File: config.mk
export PLATFORM = sky130hd
export DESIGN_NAME = rc4_encryptor
export DESIGN_NICKNAME = d
export VERILOG_FILES = /design/src/rtl/rc4_encryptor.sv
export SDC_FILE = /design/constraint.sdc
export NUM_CORES = 1
export LEC_CHECK = 0
export ABC_AREA = 1
export CORE_MARGIN = 4
export CORE_UTILIZATION = 53
export DETAILED_ROUTE_END_ITERATION = 16
export PLACE_DENSITY_LB_ADDON = 0.1
export SETUP_SLACK_MARGIN = 0.1
export SLEW_MARGIN = 20
export SYNTH_ARGS = -nofsm -noshare
export SYNTH_HDL_FRONTEND = slang
export SYNTH_SLANG_ARGS = --single-unit
File: constraint.sdc
create_clock -name clk -period 3.65 [get_ports clk]
set_input_delay 0.73 -clock clk [delete_from_list [all_inputs] [get_ports clk]]
set_output_delay 0.73 -clock clk [all_outputs]
set_load 0.1 [all_outputs]
File: src/rtl/rc4_encryptor.sv
// rc4_encryptor: single-core RC4 writer (init, KSA, PRGA) for one key.
// Drives an external 256-entry S RAM, a plaintext read port and a ciphertext write port.
module rc4_encryptor #(
    parameter int RAM_WIDTH          = 8,
    parameter int RAM_LENGTH         = 8,
    parameter int KEY_LENGTH         = 3,
    parameter int MESSAGE_LENGTH     = 32,
    parameter int MESSAGE_LOG_LENGTH = 5
) (
    input  logic                          clk,
    input  logic                          reset,
    input  logic                          start,
    input  logic [KEY_LENGTH*8-1:0]       key,
    output logic                          busy,
    output logic                          done,
    output logic [RAM_LENGTH-1:0]         sAddr,
    output logic [RAM_WIDTH-1:0]          sIn,
    output logic                          sWren,
    input  logic [RAM_WIDTH-1:0]          sOut,
    output logic [MESSAGE_LOG_LENGTH-1:0] pAddr,
    input  logic [RAM_WIDTH-1:0]          pOut,
    output logic [MESSAGE_LOG_LENGTH-1:0] cAddr,
    output logic [RAM_WIDTH-1:0]          cIn,
    output logic                          cWren
);

    localparam int KW = KEY_LENGTH * 8;
    localparam logic [RAM_LENGTH-1:0] I_LAST = '1;
    localparam logic [MESSAGE_LOG_LENGTH-1:0] K_LAST =
        MESSAGE_LOG_LENGTH'(MESSAGE_LENGTH - 1);

    typedef enum logic [3:0] {
        ST_IDLE,
        ST_INIT,
        ST_RD_I,
        ST_LD_I,
        ST_RD_J,
        ST_LD_J,
        ST_WR_I,
        ST_WR_J,
        ST_RD_F,
        ST_WR_C,
        ST_FINISH
    } state_t;

    state_t r_state;
    state_t w_next;

    logic                          r_prga;
    logic [RAM_LENGTH-1:0]         r_i;
    logic [RAM_LENGTH-1:0]         r_j;
    logic [MESSAGE_LOG_LENGTH-1:0] r_k;
    logic [KW-1:0]                 r_key;
    logic [RAM_WIDTH-1:0]          r_si;
    logic [RAM_WIDTH-1:0]          r_sj;

    logic [RAM_LENGTH-1:0] w_iaddr;
    logic [RAM_LENGTH-1:0] w_sout_idx;
    logic [RAM_LENGTH-1:0] w_kbyte;
    logic [RAM_LENGTH-1:0] w_faddr;

    // PRGA pre-increments i; KSA uses i as-is and advances it after the swap
    assign w_iaddr    = r_prga ? r_i + 1'b1 : r_i;
    assign w_sout_idx = RAM_LENGTH'(sOut);
    assign w_kbyte    = RAM_LENGTH'(r_key[KW-1 -: 8]);
    assign w_faddr    = RAM_LENGTH'(r_si) + RAM_LENGTH'(r_sj);

    assign busy = (r_state != ST_IDLE) && (r_state != ST_FINISH);
    assign done = (r_state == ST_FINISH);

    always_ff @(posedge clk) begin
        if (!reset) begin
            r_state <= ST_IDLE;
        end else begin
            r_state <= w_next;
        end
    end

    always_comb begin
        w_next = r_state;
        sAddr  = '0;
        sIn    = '0;
        sWren  = 1'b0;
        pAddr  = r_k;
        cAddr  = r_k;
        cIn    = '0;
        cWren  = 1'b0;
        unique case (r_state)
            ST_IDLE: begin
                if (start) begin
                    w_next = ST_INIT;
                end
            end
            ST_INIT: begin
                sAddr = r_i;
                sIn   = RAM_WIDTH'(r_i);
                sWren = 1'b1;
                if (r_i == I_LAST) begin
                    w_next = ST_RD_I;
                end
            end
            ST_RD_I: begin
                sAddr  = w_iaddr;
                w_next = ST_LD_I;
            end
            ST_LD_I: begin
                w_next = ST_RD_J;
            end
            ST_RD_J: begin
                sAddr  = r_j;
                w_next = ST_LD_J;
            end
            ST_LD_J: begin
                w_next = ST_WR_I;
            end
            ST_WR_I: begin
                sAddr  = r_i;
                sIn    = r_sj;
                sWren  = 1'b1;
                w_next = ST_WR_J;
            end
            ST_WR_J: begin
                sAddr  = r_j;
                sIn    = r_si;
                sWren  = 1'b1;
                w_next = r_prga ? ST_RD_F : ST_RD_I;
            end
            ST_RD_F: begin
                sAddr  = w_faddr;
                pAddr  = r_k;
                w_next = ST_WR_C;
            end
            ST_WR_C: begin
                cAddr  = r_k;
                cIn    = sOut ^ pOut;
                cWren  = 1'b1;
                w_next = (r_k == K_LAST) ? ST_FINISH : ST_RD_I;
            end
            ST_FINISH: begin
                w_next = ST_IDLE;
            end
            default: begin
                w_next = ST_IDLE;
            end
        endcase
    end

    always_ff @(posedge clk) begin
        if (!reset) begin
            r_prga <= 1'b0;
            r_i    <= '0;
            r_j    <= '0;
            r_k    <= '0;
            r_key  <= '0;
            r_si   <= '0;
            r_sj   <= '0;
        end else begin
            unique case (r_state)
                ST_IDLE: begin
                    if (start) begin
                        r_key  <= key;
                        r_prga <= 1'b0;
                        r_i    <= '0;
                        r_j    <= '0;
                        r_k    <= '0;
                    end
                end
                ST_INIT: begin
                    r_i <= r_i + 1'b1;
                end
                ST_RD_I: begin
                    r_i <= w_iaddr;
                end
                ST_LD_I: begin
                    r_si <= sOut;
                    if (r_prga) begin
                        r_j <= r_j + w_sout_idx;
                    end else begin
                        r_j <= r_j + w_sout_idx + w_kbyte;
                    end
                end
                ST_LD_J: begin
                    r_sj <= sOut;
                end
                ST_WR_J: begin
                    if (!r_prga) begin
                        r_i   <= r_i + 1'b1;
                        // rotation makes the key index wrap at KEY_LENGTH
                        r_key <= (r_key << 8) | (r_key >> (KW - 8));
                        if (r_i == I_LAST) begin
                            r_prga <= 1'b1;
                            r_j    <= '0;
                        end
                    end
                end
                ST_WR_C: begin
                    r_k <= r_k + 1'b1;
                end
                default: begin
                end
            endcase
        end
    end

endmodule
==> run_results.csv <==
group,metric,value,unit
run_status,status,"complete, no violations",
logic_synthesis,avgSynthCellArea,6.64,um2
pwr,peakVddDrop,0.000201,V
logic_synthesis,yosysWarnings,0,
clocking,cts_inserted_buffers,9,
clocking,cts_tree,"done",
hold_path,hold_path_class,"reg -> reg",
grt,grt_pass1_vias,4349,
route,drtPass1Iterations,5,
timing,rsz0062_at_grt,"false",
worst_setup_path,critPathRequiredTime,3920,ps
floorplan,core_area,7890,um2
timing,setup_viol,0,
timing,final.min_clock_period,3210,ps
grt,track_usage,26.0,%
pwr,leakage,2.39,nW
layout,num_antenna_cells,0,
worst_setup_path,crit_path_max_fanout,5,
layout,synthToLayoutAreaGrowth,21.2,%
route,vias,4732,
route,drtIter0Drc,222,
worst_setup_path,worstSetupPathType,"in -> reg",
logic_synthesis,syn_area,4400,um2
layout,drive_above_1_share,9.77,%
clocking,cts_setup_buffers,0,
placed_design,port_buffers,80,
pwr,p_per_area,369,nW/um2
clocking,cts_buffer_depth,2,
run,drv_cap,0,
clocking,clkSinkCount,66,
logic_synthesis,syn_nets,732,
placed_design,hpwlAfterDp,9950,um
floorplan,start_util,55.7,%
timing,clock.fmax,311,MHz
route,vias_per_cell,5.64,
route,ant_nets,0,
logic_synthesis,synth_flop_cell,"dfxtp_1",
placed_design,gp_congestion,0.954,
timing,finClkSkew,22.2,ps
clocking,postCtsResizedCells,0,
floorplan,die_width,99.1,um
timing,slew_violations,0,
clocking,hold_buffers,0,
worst_setup_path,cp.arrival,3490,ps
layout,nets,802,
logic_synthesis,synth_edf_count,0,
logic_synthesis,ys_seq_area_share,30.1,%
logic_synthesis,synth_cell_types,35,
grt,grt_pass1_wl,20700,um
grt,overflow,0,
clocking,clock_latency,350,ps
grt,antenna_found_initial,0,
layout,fill_cells,717,
floorplan,die_area,9810,um2
logic_synthesis,synth_cells,662,
worst_setup_path,worstSetupStartpointType,"primary input",
clocking,cts.clk_slew.worst_paths,90,ps
pwr,total_power,1.97,mW
placed_design,dpl_cell_area,5150,um2
worst_setup_path,critPathCaptureType,"flip-flop",
route,wl_per_cell,15.5,um
logic_synthesis,async_reset_ff_share,0,%
timing,hold_viol,0,
timing,min_period_over_period,88.0,%
route,routed_wl,13000,um
floorplan,placementRows,32,
timing,relSlewSlack,35.2,%
floorplan,die_y,99.1,um
layout,fin_area,5330,um2
clocking,root_buffer,"clkbuf_8",
logic_synthesis,yosys_register_bits,66,
clocking,h-tree-depth,3,
floorplan,boundaryPins,81,
layout,fin_util,67.5,%
grt,grt_max_degree,49,
timing,tightest_slew,969,ps
route,drt_drc_violations_left,0,
power breakdown:
part,internal [mW],switching [mW],total (mW)
Sequential,0.776,0.0510,0.827
Combinational,0.191,0.381,0.572
Clock,0.265,0.305,0.570
Total,1.23,0.737,1.97
cell usage in the layout (no fill, tap or decap), drive strengths merged:
cell type        n
a21oi           51
a221oi           2
a31oi           28
a32oi            1
and2             1
buf             35
clkbuf          10
clkdlybuf4s50   52
clkinv           2
clkinvlp         3
dfxtp           66
fa               3
ha              24
inv             73
nand2          153
nand3           30
nand4            3
nor2            70
nor3             2
o2111ai          3
o211ai          14
o21a             1
o21ai           86
o221ai           1
or2              5
xnor2           11
xor2             7
sequential cells by signal, indices dropped and copies added, names as in the netlist:
name and cells:
r_i 8, r_key 24, r_sj 8, r_state 4, cAddr 5, r_j 8
r_prga 1, r_si 8
cells in the mapped netlist, types with 2 or more instances:
| cell type | number | area, um2 |
|---|---|---|
| nand2_1 | 151 | 567 |
| dfxtp_1 | 66 | 1320 |
| nor2_1 | 65 | 244 |
| inv_1 | 64 | 240 |
| a21oi_1 | 51 | 255 |
| o21ai_0 | 46 | 230 |
| o21ai_1 | 39 | 195 |
| nand3_1 | 30 | 150 |
| a31oi_1 | 28 | 175 |
| ha_1 | 24 | 300 |
| clkbuf_1 | 14 | 52.6 |
| o211ai_1 | 14 | 105 |
| xnor2_1 | 11 | 96.3 |
| buf_4 | 8 | 60.1 |
| inv_2 | 7 | 26.3 |
| xor2_1 | 7 | 61.3 |
| nor2_2 | 4 | 25.0 |
| or2_2 | 4 | 25.0 |
| buf_6 | 3 | 33.8 |
| fa_1 | 3 | 60.1 |
| nand4_1 | 3 | 18.8 |
| o2111ai_1 | 3 | 26.3 |
| a221oi_1 | 2 | 17.5 |
| buf_2 | 2 | 10.0 |
| nand2_2 | 2 | 12.5 |
| nor3_1 | 2 | 10.0 |
final timing paths:
kind | start | endpoint | slack, ps | cells after the start
min reg2reg | r_key[0]$_SDFFE_PN0P_ | r_key[8]$_SDFFE_PN0P_ | 470 | 2
min | r_key[0]$_SDFFE_PN0P_ | r_key[8]$_SDFFE_PN0P_ | 470 | 2
max reg2reg | r_j[0]$_SDFFE_PN0P_ | r_j[7]$_SDFFE_PN0P_ | 940 | 16
max | sOut[2] | r_j[7]$_SDFFE_PN0P_ | 440 | 18
logic make-up (layout without fill, tap and decap cells):
family          count (synthesis)  count (layout)  synth area share, %
compound gates                187             187                 23.6
xor+xnor                       18              18                 3.59
flops                          66              66                 30.1
fa+ha+maj                      27              27                 8.20
buf+inv                       100             175                 9.85
simple gates                  264             264                 24.7
worst max-delay path: stages:
cell	delay (ps)
clkdlybuf4s50_1	510
ha_1	420
a21oi_1	160
nand2_1	110
nand2_1	90
nand2_1	50
nand2_1	70
nand2_1	60
ha_1	340
nand2_1	120
inv_1	50
a21oi_1	230
nand3_1	140
nand2_1	80
nor2_1	50
nand2_1	50
nand3_1	70
a21oi_1	150
through the flow:
stage / hold slack [ps] / cells / setup TNS [ps] / setup WS [ps]
2_1_floorplan: 458 / 662 / -259 / -129
3_3_place_gp: 461 / 823 / 0 / 241
4_1_cts: 474 / 839 / 0 / 457
5_1_grt: 503 / 839 / 0 / 191
3_5_place_dp: 472 / 823 / 0 / 94.1
6_report: 469 / 839 / 0 / 436
metal layers:
| layer | vias to the layer above | global-route usage, % | wire length (um) |
|---|---|---|---|
| met4 | 0 | 12.0 | 437 |
| met2 | 184 | 44.1 | 6240 |
| met1 | 2152 | 31.8 | 5460 |
| li1 | 2364 | - | - |
| met5 | - | 0 | 0 |
| met3 | 32 | 4.67 | 878 |
layout make-up:
class | instances | area, um2 | area share [%]
clock inverters | 6 | 41.3 | 0.775
clock buffers | 10 | 138 | 2.58
repair buffers | 87 | 783 | 14.7
well taps | 102 | 128 | 2.40
multi-input cells | 496 | 2640 | 49.6
flip-flops and latches | 66 | 1320 | 24.8
inverters | 72 | 273 | 5.12
Note: power is estimated with default switching activity, not from simulation.
